===== src/rtl/mvm_uart_pkg.sv =====
// Shared widths, state enums and payload types for the UART MVM frame controller.
package mvm_uart_pkg;

  localparam int unsigned R              = 2;
  localparam int unsigned C              = 2;
  localparam int unsigned W_X            = 4;
  localparam int unsigned W_K            = 2;
  localparam int unsigned W_Y_OUT        = 8;
  localparam int unsigned BITS_PER_WORD  = 8;
  localparam int unsigned TIMEOUT_CYCLES = 256;

  localparam int unsigned W_Y        = W_X + W_K + $clog2(C);
  localparam int unsigned W_BUS_KX   = R * C * W_K + C * W_X;
  localparam int unsigned N_WORDS_KX = W_BUS_KX / BITS_PER_WORD;
  localparam int unsigned N_WORDS_Y  = R * W_Y_OUT / BITS_PER_WORD;

  localparam int unsigned WCNT_W = $clog2(N_WORDS_KX + 1);
  localparam int unsigned TCNT_W = $clog2(N_WORDS_Y + 1);
  localparam int unsigned IDLE_W = $clog2(TIMEOUT_CYCLES);
  localparam int unsigned FCNT_W = 8;

  typedef enum logic {RX_FILL, RX_HOLD} rx_state_e;
  typedef enum logic {TX_IDLE, TX_SEND} tx_state_e;

  // k sits above x; k[r][c] at flat index (r*C+c)*W_K within the k field
  typedef struct packed {
    logic [R*C*W_K-1:0] k;
    logic [C*W_X-1:0]   x;
  } kx_bus_t;

  typedef logic [R-1:0][W_Y-1:0] y_bus_t;

  // Two's-complement resize of one result row: sign-extends when widening, wraps when narrowing
  function automatic logic [W_Y_OUT-1:0] fit_row(input logic [W_Y-1:0] row);
    return W_Y_OUT'(signed'(row));
  endfunction

endpackage


===== src/rtl/mvm_frame_ctrl_if.sv =====
// Byte links, operand/result handshakes and status of the frame controller.
interface mvm_frame_ctrl_if;
  import mvm_uart_pkg::*;

  logic                      rx_valid;
  logic [BITS_PER_WORD-1:0]  rx_data;
  logic                      kx_valid;
  logic                      kx_ready;
  kx_bus_t                   kx_data;
  logic                      y_valid;
  logic                      y_ready;
  y_bus_t                    y_data;
  logic                      tx_valid;
  logic                      tx_ready;
  logic [BITS_PER_WORD-1:0]  tx_data;
  logic                      err_timeout;
  logic                      err_overrun;
  logic [FCNT_W-1:0]         frame_cnt;

  modport master (
    input  rx_valid, rx_data, kx_ready, y_valid, y_data, tx_ready,
    output kx_valid, kx_data, y_ready, tx_valid, tx_data,
           err_timeout, err_overrun, frame_cnt
  );

  modport slave (
    output rx_valid, rx_data, kx_ready, y_valid, y_data, tx_ready,
    input  kx_valid, kx_data, y_ready, tx_valid, tx_data,
           err_timeout, err_overrun, frame_cnt
  );
endinterface


===== src/rtl/mvm_frame_serializer.sv =====
// TX side: captures an MVM result, resizes each row and streams it out LSB byte first.
module mvm_frame_serializer
  import mvm_uart_pkg::*;
(
  input  logic                     clk,
  input  logic                     rstn,
  input  logic                     y_valid,
  output logic                     y_ready,
  input  y_bus_t                   y_data,
  output logic                     tx_valid,
  input  logic                     tx_ready,
  output logic [BITS_PER_WORD-1:0] tx_data,
  output logic [FCNT_W-1:0]        frame_cnt
);

  localparam int unsigned W_BUF = N_WORDS_Y * BITS_PER_WORD;

  tx_state_e            state_q, state_n;
  logic [TCNT_W-1:0]    tcnt_q;
  logic [W_BUF-1:0]     sbuf_q;
  logic [W_BUF-1:0]     packed_c;
  logic                 capture_c, advance_c, last_c;

  always_comb begin
    packed_c = '0;
    for (int r = 0; r < R; r++) packed_c[r*W_Y_OUT +: W_Y_OUT] = fit_row(y_data[r]);
  end

  always_ff @(posedge clk or negedge rstn) begin
    if (!rstn) state_q <= TX_IDLE;
    else       state_q <= state_n;
  end

  always_comb begin
    state_n   = state_q;
    capture_c = 1'b0;
    advance_c = 1'b0;
    last_c    = 1'b0;
    case (state_q)
      TX_IDLE: begin
        if (y_valid && y_ready) begin
          capture_c = 1'b1;
          state_n   = TX_SEND;
        end
      end
      TX_SEND: begin
        if (tx_valid && tx_ready) begin
          advance_c = 1'b1;
          if (tcnt_q == TCNT_W'(N_WORDS_Y - 1)) begin
            last_c  = 1'b1;
            state_n = TX_IDLE;
          end
        end
      end
      default: state_n = TX_IDLE;
    endcase
  end

  // Shift buffer keeps the current byte in its low bits so tx_data is a plain register slice
  always_ff @(posedge clk or negedge rstn) begin
    if (!rstn) begin
      y_ready   <= 1'b1;
      tx_valid  <= 1'b0;
      tcnt_q    <= '0;
      sbuf_q    <= '0;
      frame_cnt <= '0;
    end else begin
      y_ready  <= (state_n == TX_IDLE);
      tx_valid <= (state_n == TX_SEND);
      if (capture_c) begin
        sbuf_q <= packed_c;
        tcnt_q <= '0;
      end else if (advance_c) begin
        sbuf_q <= sbuf_q >> BITS_PER_WORD;
        tcnt_q <= last_c ? '0 : tcnt_q + TCNT_W'(1);
      end
      if (last_c) frame_cnt <= frame_cnt + FCNT_W'(1);
    end
  end

  assign tx_data = sbuf_q[BITS_PER_WORD-1:0];

endmodule


===== src/rtl/mvm_frame_ctrl.sv =====
// Frame controller: assembles UART bytes into the K/X operand bus and hands
// MVM results to the serializer; RX and TX run independently.
module mvm_frame_ctrl
  import mvm_uart_pkg::*;
(
  input logic              clk,
  input logic              rstn,
  mvm_frame_ctrl_if.master bus
);

  rx_state_e             rx_state_q, rx_state_n;
  logic [WCNT_W-1:0]     wcnt_q;
  logic [IDLE_W-1:0]     idle_q;
  logic [W_BUS_KX-1:0]   kx_q;
  logic                  kx_valid_q, err_timeout_q, err_overrun_q;
  logic                  accept_c, last_c, overrun_c, timeout_c;

  always_ff @(posedge clk or negedge rstn) begin
    if (!rstn) rx_state_q <= RX_FILL;
    else       rx_state_q <= rx_state_n;
  end

  // A byte arriving on the timeout cycle is accepted instead of aborting the frame
  always_comb begin
    rx_state_n = rx_state_q;
    accept_c   = 1'b0;
    last_c     = 1'b0;
    overrun_c  = 1'b0;
    timeout_c  = 1'b0;
    case (rx_state_q)
      RX_FILL: begin
        if (bus.rx_valid) begin
          accept_c = 1'b1;
          if (wcnt_q == WCNT_W'(N_WORDS_KX - 1)) begin
            last_c     = 1'b1;
            rx_state_n = RX_HOLD;
          end
        end else if (wcnt_q != '0 && idle_q == IDLE_W'(TIMEOUT_CYCLES - 1)) begin
          timeout_c = 1'b1;
        end
      end
      RX_HOLD: begin
        overrun_c = bus.rx_valid;
        if (kx_valid_q && bus.kx_ready) rx_state_n = RX_FILL;
      end
      default: rx_state_n = RX_FILL;
    endcase
  end

  always_ff @(posedge clk or negedge rstn) begin
    if (!rstn) begin
      kx_q          <= '0;
      wcnt_q        <= '0;
      idle_q        <= '0;
      kx_valid_q    <= 1'b0;
      err_timeout_q <= 1'b0;
      err_overrun_q <= 1'b0;
    end else begin
      kx_valid_q    <= (rx_state_n == RX_HOLD);
      err_timeout_q <= timeout_c;
      err_overrun_q <= overrun_c;
      if (accept_c) begin
        for (int i = 0; i < N_WORDS_KX; i++)
          if (wcnt_q == WCNT_W'(i)) kx_q[i*BITS_PER_WORD +: BITS_PER_WORD] <= bus.rx_data;
        wcnt_q <= last_c ? '0 : wcnt_q + WCNT_W'(1);
        idle_q <= '0;
      end else if (timeout_c) begin
        wcnt_q <= '0;
        idle_q <= '0;
      end else if (rx_state_q == RX_FILL && wcnt_q != '0) begin
        idle_q <= idle_q + IDLE_W'(1);
      end else begin
        idle_q <= '0;
      end
    end
  end

  assign bus.kx_valid    = kx_valid_q;
  assign bus.kx_data     = kx_q;
  assign bus.err_timeout = err_timeout_q;
  assign bus.err_overrun = err_overrun_q;

  mvm_frame_serializer u_serializer (
    .clk       (clk),
    .rstn      (rstn),
    .y_valid   (bus.y_valid),
    .y_ready   (bus.y_ready),
    .y_data    (bus.y_data),
    .tx_valid  (bus.tx_valid),
    .tx_ready  (bus.tx_ready),
    .tx_data   (bus.tx_data),
    .frame_cnt (bus.frame_cnt)
  );

endmodule

===== src/flat_wrapper.sv =====
// flat-port wrapper written by rule: the top's interface ports become plain ports
module mvm_frame_ctrl_flat import mvm_uart_pkg::*;
  (clk, rstn, bus_rx_valid, bus_rx_data, bus_kx_ready, bus_y_valid, bus_y_data, bus_tx_ready, bus_kx_valid, bus_kx_data, bus_y_ready, bus_tx_valid, bus_tx_data, bus_err_timeout, bus_err_overrun, bus_frame_cnt);
  mvm_frame_ctrl_if bus_i ();
  input logic clk;
  input logic rstn;
  input wire logic [$bits(bus_i.rx_valid)-1:0] bus_rx_valid;
  input wire logic [$bits(bus_i.rx_data)-1:0] bus_rx_data;
  input wire logic [$bits(bus_i.kx_ready)-1:0] bus_kx_ready;
  input wire logic [$bits(bus_i.y_valid)-1:0] bus_y_valid;
  input wire logic [$bits(bus_i.y_data)-1:0] bus_y_data;
  input wire logic [$bits(bus_i.tx_ready)-1:0] bus_tx_ready;
  output wire logic [$bits(bus_i.kx_valid)-1:0] bus_kx_valid;
  output wire logic [$bits(bus_i.kx_data)-1:0] bus_kx_data;
  output wire logic [$bits(bus_i.y_ready)-1:0] bus_y_ready;
  output wire logic [$bits(bus_i.tx_valid)-1:0] bus_tx_valid;
  output wire logic [$bits(bus_i.tx_data)-1:0] bus_tx_data;
  output wire logic [$bits(bus_i.err_timeout)-1:0] bus_err_timeout;
  output wire logic [$bits(bus_i.err_overrun)-1:0] bus_err_overrun;
  output wire logic [$bits(bus_i.frame_cnt)-1:0] bus_frame_cnt;
  assign bus_i.rx_valid = bus_rx_valid;
  assign bus_i.rx_data = bus_rx_data;
  assign bus_i.kx_ready = bus_kx_ready;
  assign bus_i.y_valid = bus_y_valid;
  assign bus_i.y_data = bus_y_data;
  assign bus_i.tx_ready = bus_tx_ready;
  assign bus_kx_valid = bus_i.kx_valid;
  assign bus_kx_data = bus_i.kx_data;
  assign bus_y_ready = bus_i.y_ready;
  assign bus_tx_valid = bus_i.tx_valid;
  assign bus_tx_data = bus_i.tx_data;
  assign bus_err_timeout = bus_i.err_timeout;
  assign bus_err_overrun = bus_i.err_overrun;
  assign bus_frame_cnt = bus_i.frame_cnt;
  mvm_frame_ctrl u_core (.clk(clk), .rstn(rstn), .bus(bus_i));
endmodule

===== config.mk =====
export PLATFORM = sky130hd
export DESIGN_NAME = mvm_frame_ctrl_flat
export DESIGN_NICKNAME = d
export VERILOG_FILES = /design/src/rtl/mvm_uart_pkg.sv /design/src/rtl/mvm_frame_ctrl_if.sv /design/src/rtl/mvm_frame_serializer.sv /design/src/rtl/mvm_frame_ctrl.sv /design/src/flat_wrapper.sv
export SDC_FILE = /design/constraint.sdc
export NUM_CORES = 1
export LEC_CHECK = 0
export ABC_AREA = 1
export BUFFER_PORTS_ARGS = -buffer_cell sky130_fd_sc_hd__clkbuf_2
export CORE_UTILIZATION = 44
export CTS_CLUSTER_DIAMETER = 120
export DETAILED_ROUTE_END_ITERATION = 16
export PLACE_DENSITY = 0.74
export SLEW_MARGIN = 20
export SYNTH_ARGS = -nofsm -noshare
export SYNTH_HDL_FRONTEND = slang
export SYNTH_SLANG_ARGS = --single-unit

===== constraint.sdc =====
create_clock -name clk -period 1.8 [get_ports clk]
set_clock_uncertainty 0.1 [all_clocks]
set_input_delay 0.54 -clock clk [delete_from_list [all_inputs] [get_ports clk]]
set_output_delay 0.54 -clock clk [all_outputs]
set_load 0.01 [all_outputs]

* Word level (Yosys, flattened, before mapping)
Cells that the tools add are included.
Operators by class: equality and inequality tests 3, add/sub/neg operators 4, reductions and logical operators 11, bitwise gates (word level) 3, multiplexer cells 32
Operators by type and width (count):
- $mux 16 | 2
- $mux 8 | 3
- $mux 1 | 19
- $add 8x1->8 const B | 2
- $mux 2 | 6
- $eq 8x8->1 const B | 1
- $reduce_bool 2->1 | 3
- $logic_and 1x1->1 | 5
- $add 2x1->2 const B | 2
- $eq 2x1->1 const B | 2
- $pmux 1 s2 | 2
- $reduce_and 2->1 | 2
- $not 1->1 | 3
- $logic_not 2->1 | 1
Word-level totals: bits in registers 57, output and inout port bits 37, input bits 28, logic and storage cells 65

* Depth between registers and ports, before layout
Gate-level depths: netlist of run 1.
word-level depth 7, mapped depth 8, gate-level depth less buffers 8

* Cells and area by module
From an unflattened synthesis of run 1, not the netlist that was laid out.
Unflattened totals: cells, all modules 282, area total of the unflattened synthesis 2563.7 µm²
Modules (own cells, without submodules):
- mvm_frame_ctrl | seq. area each 725.7 µm², cells an instance 138, area each 1315.0 µm², instances 1
- mvm_frame_serializer | seq. area each 651.9 µm², cells an instance 144, area each 1248.7 µm², instances 1

* Worst setup path after synthesis of run 1
OpenSTA, ideal clock, no wires.
kind register to register, start point register u_core.wcnt_q[0], end point register u_core.idle_q[6], path buffers 0, data arrival time 1.133 ns, library setup time 0.120 ns, period minus slack after synthesis 1.352 ns, required time 1.580 ns, path slack 0.448 ns, cell stages (with the launch flop) 9, path through dfrtp_1 inv_1 ha_1 nor2_1 nand2_1 nor2_1 nand2_2 nand2_2 nor2_1
Between the ends: cells in the longest elaborated chain, start to end 7, elaborated cells between the ends (all ways) 9, those cells by class mux (6); reduce/logical (3)
Ends and longest elaborated chain:
- from (decl) | line mvm_frame_ctrl.sv:12 | logic [WCNT_W-1:0] wcnt_q;
- from (signal assigned) | line mvm_frame_ctrl.sv:65 | wcnt_q <= last_c ? '0 : wcnt_q + WCNT_W'(1);
- $reduce_bool 2->1 (*) | line mvm_frame_ctrl.sv:38, mvm_frame_ctrl.sv:70
- $logic_and 1x1->1 | line mvm_frame_ctrl.sv:38 | end else if (wcnt_q != '0 && idle_q == IDLE_W'(TIMEOUT_CYCLES - 1)) begin
- $mux 1 | line mvm_frame_ctrl.sv:38
- $mux 1 | line mvm_frame_ctrl.sv:32 | if (bus.rx_valid) begin
- $mux 1 | line mvm_frame_ctrl.sv:30 | case (rx_state_q)
- $mux 8 (*) | line mvm_frame_ctrl.sv:67 | end else if (timeout_c) begin
- $mux 8 (*) | line mvm_frame_ctrl.sv:62 | if (accept_c) begin
- to (signal assigned) | line mvm_frame_ctrl.sv:71 | idle_q <= idle_q + IDLE_W'(1);
- to (decl) | line mvm_frame_ctrl.sv:13 | logic [IDLE_W-1:0] idle_q;
Every way passes the cells marked *; elsewhere a longest branch is shown, timed or not. A chain may end at the register's enable or synchronous reset.

* Final worst setup path of run 1
start point register u_core.u_serializer.y_ready, end point output port bus_y_ready
RTL lines:
- from (decl) | line mvm_frame_serializer.sv:8 | output logic y_ready,
- from (signal assigned) | line mvm_frame_serializer.sv:68 | y_ready <= (state_n == TX_IDLE);
- to (decl) | line flat_wrapper.sv:15 | output wire logic [$bits(bus_i.y_ready)-1:0] bus_y_ready;
No word-level cell between the ends.

==> results of run 1 <==
[cells by family after synthesis]
| group | count (synthesis) | share of synthesized area, % |
|---|---|---|
| buf+inv | 56 | 10.84 |
| simple gates | 113 | 20.69 |
| fa+ha+maj | 5 | 2.475 |
| flops | 55 | 54.51 |
| compound gates | 33 | 8.713 |
| xor+xnor | 8 | 2.772 |
[per-stage QoR]
step | util (%) | setup slack, ps | power [uW] | std cells
final | 53.69 | 209.5 | 4218 | 403
after detailed placement | 51.81 | 246.4 | 3533 | 395
after global placement | 51.81 | 308.6 | 3465 | 395
after CTS | 53.69 | 183.7 | 4274 | 403
after floorplan | - | 447.6 | 3084 | 270
after global routing | 53.69 | 144.8 | 4545 | 403
[worst min-delay path by stage]
stage | startpoint | to | slack, ps | depth (start not counted)
6_report | rstn | u_core.bus.err_overrun | 20 | 1
4_1_cts | rstn | u_core.u_serializer.frame_cnt[4] | 20 | 1
3_3_place_gp | rstn | u_core.u_serializer.frame_cnt[5] | 350 | 1
5_1_grt | rstn | u_core.u_serializer.frame_cnt[4] | 20 | 1
3_5_place_dp | rstn | u_core.u_serializer.frame_cnt[4] | 350 | 1
2_1_floorplan | rstn | u_core.bus.err_overrun | 140 | 0
[where the power goes]
part	switching, uW	internal, uW	total [uW]
registers	291	1670	1960
logic	906	612	1520
clock network	388	351	739
total	1590	2630	4220
[placed cells by master, fill, tap and decap left out, types with 5 or more instances in the layout]
cell and n:
clkbuf_2 64, clkbuf_8 7, dfrtp_1 54, ha_1 5, inv_1 43, nand2_1 64, nand3_1 21, nor2_1 15
o211ai_1 5, o21ai_0 10, o21ai_1 6, o21ai_2 8, xor2_1 5
[Yosys cell counts]
cell type	number
o21ai_2	8
dfrtp_1	54
o21ai_1	6
nor2_1	15
xor2_1	5
o21ai_0	10
nand3_1	21
nor3_1	1
buf_4	9
nand2_4	3
xnor2_1	3
nand2_2	3
buf_6	4
dfstp_2	1
a21oi_2	1
nor2_4	3
nand3_4	1
o32ai_1	1
o211ai_1	5
ha_1	5
o21bai_1	2
nand4_1	2
inv_1	43
nand2_1	64
[cell type report]
cell class,count,area [um^2]
Tap cell,72,90.09
Fill cell,525,2550
Inverter,43,161.4
Timing Repair Buffer,66,347.8
Clock buffer,7,96.34
Sequential cell,55,1378
Multi-Input combinational cell,159,875.8
Clock inverter,1,7.507
[routing by layer]
layer | global-route usage [%] | vias to the layer above | part of all wire (%)
met5 | 0 | - | 0
met4 | 5.660 | 0 | 1.0
met3 | 2.471 | 5 | 3.5
met2 | 25.66 | 38 | 47
met1 | 20.23 | 843 | 49
li1 | - | 957 | -
[registers in the layout, indices dropped and copies added (netlist names)]
| name | count |
|---|---|
| u_core.wcnt_q | 2 |
| u_core.u_serializer.tcnt_q | 2 |
| u_core.rx_state_q | 1 |
| u_core.u_serializer.sbuf_q | 14 |
| u_core.bus.err_overrun | 1 |
| u_core.u_serializer.frame_cnt | 8 |
| u_core.bus.kx_data | 16 |
| u_core.u_serializer.tx_valid | 1 |
| u_core.idle_q | 8 |
| u_core.bus.err_timeout | 1 |
| u_core.u_serializer.y_ready | 1 |
==> flow_summary.toml, run 1 <==
[placement]
gp_congestion = 0.7487
hpwlAfterDp_um = 3251
post_dp_cell_area_um2 = 2853
numPortBuffers = 64

[synthesis]
syn_inst = 270
synth_top_cell_area_share_pct = 53.47
yosysSeqAreaShare_pct = 54.50
syn_nets = 303
ys_warn_count = 0
synthesized_cell_area_um2 = 2527
syn-mean-instance-area_um2 = 9.361
netlist.top_cell.by_area = "dfrtp_1"
yosys-top-cells-area = "dfrtp_1, nand2_1, inv_1"
yosysUniqueCellTypes = 24
ys_seq_elements = 55

[finish]
diodes = 0
layout_area_overhead_pct = 16.98
post-route-cell-area_um2 = 2957
drive_above_1_share_pct = 28.40
final_net_count = 363

[clocking]
cts.hold.buffers_added = 0
tritoncts = "yes"
cts.root.buffer_cell = "clkbuf_8"
tritoncts_num_sinks = 55
htree_num_levels = 2
cts_buffers = 5
max-clock-path-buffers = 2
clock_latency_ps = 300
clk_pin_slew_ps = 90
post_cts_resized = 0
post_cts.repair.setup_buffers = 0

[routing]
ant_nets = 0
route.detailed.wl_per_inst_um = 10.73
route.detailed.vias_per_inst = 4.573
detail_route.drc_violations = 0
num_vias = 1843
first_pass_iters = 4
routed_wl_um = 4323
drt_first_iter_violations = 61

[sta]
tightestPinTransition_ps = 420.4
fin_crit_sh_pct = 88.36
timing.setup.tns_ps = 0
maxClockFrequency_mhz = 628.7
hold_violations = 0
layout_min_cycle_time_ps = 1591
finalSetupViolations = 0
finalMaxSlewViolations = 0
grt_setup_unrepaired = "false"
maxSlewHeadroom_pct = 71.94
hold_slack_ps = 22.07

[outcome]
run_status = "completed"

[die]
die_width_um = 77.79
area_of_the_die_um2 = 6051
floorplan.io_pins = 65
rows = 27
core_area_um2 = 5507
floorplan.die.height_um = 77.79
initial_util_pct = 45.90

[critical_path]
path_class = "flip-flop to primary output"
worstPathCellList = "clkbuf_2"
timing.rr.end = "u_core.idle_q[6]"
crit_start = "u_core.u_serializer.y_ready"
cp.depth = 1
timing.critical_path.to = "bus_y_ready"
cp_data_arrival_time_ps = 950
critical-path-max-stage-delay_ps = 540
critical_path.reg2reg.startpoint = "u_core.wcnt_q[0]"
cpLargestDelayFamily = "flip-flops"
critical_path.max_fanout = 2
r2r_slack_ps = 330
critPathCaptureType = "primary output"
worst-endpoint-required_ps = 1160
worst_r2r_path_depth = 8
worst_path_max_delay_cell = "dfstp_2"
startpoint_type = "flip-flop"
critPathBufInv = 1

[global_route]
number_of_antenna_violations_at_the_first_check_in_global_routing = 0
grt_use_total_pct = 15.41
grt_start_max_net_pins = 45
via_count_of_the_first_global_routing_pass = 1717
grt_first_pass_wirelength_um = 7403
grt.overflow.total = 0

[hold_path]
hold_class = "input pin to async pin"

[pwr]
worst_ir_drop_vdd_mv = 0.7091
leakagePower_uw = 0.001613
p_per_area_nw_per_um2 = 1427

[run]
number_of_violations_of_the_max_capacitance_limit = 0
No activity file was read; power rests on OpenSTA's default activity.
==> inputs of run 2 (changes only) <==
- REMOVE_ABC_BUFFERS: default -> 1
==> flow_summary.toml, run 2 (synthesis gave the netlist of run 1 again) <==
[clocking]
post_cts.repair.setup_buffers = 0
post_cts_resized = 0
tritoncts_num_sinks = 55
htree_num_levels = 2
cts_buffers = 5
cts.hold.buffers_added = 0
max-clock-path-buffers = 2
clk_pin_slew_ps = 90
tritoncts = "yes"
clock_latency_ps = 300
cts.root.buffer_cell = "clkbuf_8"

[routing]
first_pass_iters = 4
drt_first_iter_violations = 57
num_vias = 1858
route.detailed.vias_per_inst = 4.599
routed_wl_um = 4399
detail_route.drc_violations = 0
route.detailed.wl_per_inst_um = 10.89
ant_nets = 0

[global_route]
grt_start_max_net_pins = 30
number_of_antenna_violations_at_the_first_check_in_global_routing = 0
grt_first_pass_wirelength_um = 7741
via_count_of_the_first_global_routing_pass = 1785
grt.overflow.total = 0
grt_use_total_pct = 15.92

[sta]
timing.setup.tns_ps = 0
hold_violations = 0
maxClockFrequency_mhz = 625.1
grt_setup_unrepaired = "false"
timing.final.ws_setup_ps = 200.3
tightestPinTransition_ps = 395.2
finalSetupViolations = 0
layout_min_cycle_time_ps = 1600
maxSlewHeadroom_pct = 73.62
fin_crit_sh_pct = 88.87
finalMaxSlewViolations = 0

[critical_path]
critPathCaptureType = "primary output"
path_class = "flip-flop to primary output"
worst_path_max_delay_cell = "dfstp_2"
worstPathCellList = "clkbuf_2"
startpoint_type = "flip-flop"
worst-endpoint-required_ps = 1160
critical-path-max-stage-delay_ps = 540
cpLargestDelayFamily = "flip-flops"
critical_path.max_fanout = 2
cp_data_arrival_time_ps = 960
critPathBufInv = 1

[die]
die_width_um = 77.79
floorplan.die.height_um = 77.79
area_of_the_die_um2 = 6051
rows = 27
floorplan.io_pins = 65
core_area_um2 = 5507
initial_util_pct = 45.90

[finish]
largest_reg_flops = 16
layout_area_overhead_pct = 17.97
diodes = 0
drive_above_1_share_pct = 28.61
commonest_cells_after_routing_fill_and_taps_aside = "nand2_1, clkbuf_2, dfrtp_1"
fillerInstances = 528
final_net_count = 364

[pwr]
worst_ir_drop_vdd_mv = 0.7591
leakagePower_uw = 0.001629
p_per_area_nw_per_um2 = 1453

[outcome]
run_status = "completed"

[placement]
post_placement_worst_setup_slack_ps = 277.6
gp_congestion = 0.7778
hpwlAfterDp_um = 3325
numPortBuffers = 64

[run]
number_of_violations_of_the_max_capacitance_limit = 0

[hold_path]
hold_class = "input pin to async pin"
==> run 2: cell types whose count changed in the layout (fill, tap and decap cells not counted), sizes merged <==
cell	previous run	this run
buf	2	3
bufinv	0	1
clkbuf	71	70
clkinvlp	1	0
inv	43	44
==> run 2: cell type report <==
type | count | area (um^2) | share of cell area (%)
flip-flops and latches | 55 | 1378 | 46.20
multi-input cells | 159 | 875.8 | 29.37
repair buffers | 67 | 355.3 | 11.92
inverters | 43 | 161.4 | 5.413
well taps | 72 | 90.09 | 3.021
clock buffers | 6 | 82.58 | 2.770
clock inverters | 2 | 38.79 | 1.301
==> run 2: worst reg2reg max path: cells and delay by family, from the launching register on <==
family / cells / cell delay (ps)
DFF: 1 / 380
and+or+nand+nor: 6 / 610
adders and majority gates: 1 / 240
buffers and inverters: 1 / 70
==> run 2: metrics by stage <==
stage / cell area [um^2] / total power, uW / utilization (%) / instances / hold slack [ps]
floorplan: 2415 / 2928 / - / 257 / 144.4
global placement: 2860 / 3475 / 51.94 / 396 / 349.6
detailed placement: 2860 / 3531 / 51.94 / 396 / 360.5
CTS: 2982 / 4397 / 54.15 / 404 / 28.62
global route: 2982 / 4663 / 54.15 / 404 / 27.33
finish: 2982 / 4333 / 54.15 / 404 / 23.03
==> run 2: worst paths after layout <==
kind                                                   from                                to  slack (ps)  cells after the start
worst max-delay path            u_core.u_serializer.y_ready                       bus_y_ready         200                      1
worst min-delay path                                   rstn  u_core.u_serializer.frame_cnt[4]          20                      1
worst max register to register             u_core.wcnt_q[0]                  u_core.idle_q[6]         300                      8
worst min register to register             u_core.idle_q[0]                  u_core.idle_q[0]         370                      1
max in group asynchronous                              rstn       u_core.u_serializer.y_ready        1050                      2
min in group clk                               bus_kx_ready                 u_core.rx_state_q         310                      2
==> run 2: report_power, final <==
part	internal (uW)	switching [uW]	total [uW]	leakage, uW
registers	1670	294	1960	0.000710
clock network	458	397	855	0.0000618
logic	612	903	1510	0.000857
total	2740	1590	4330	0.00163
==> run 2: layer usage <==
layer,GRT usage [%],share of wire [%],up-vias
met4,5.283,1.2,0
met1,19.82,47,854
met5,0,0,-
li1,-,-,950
met2,26.90,48,49
met3,4.000,4.5,5
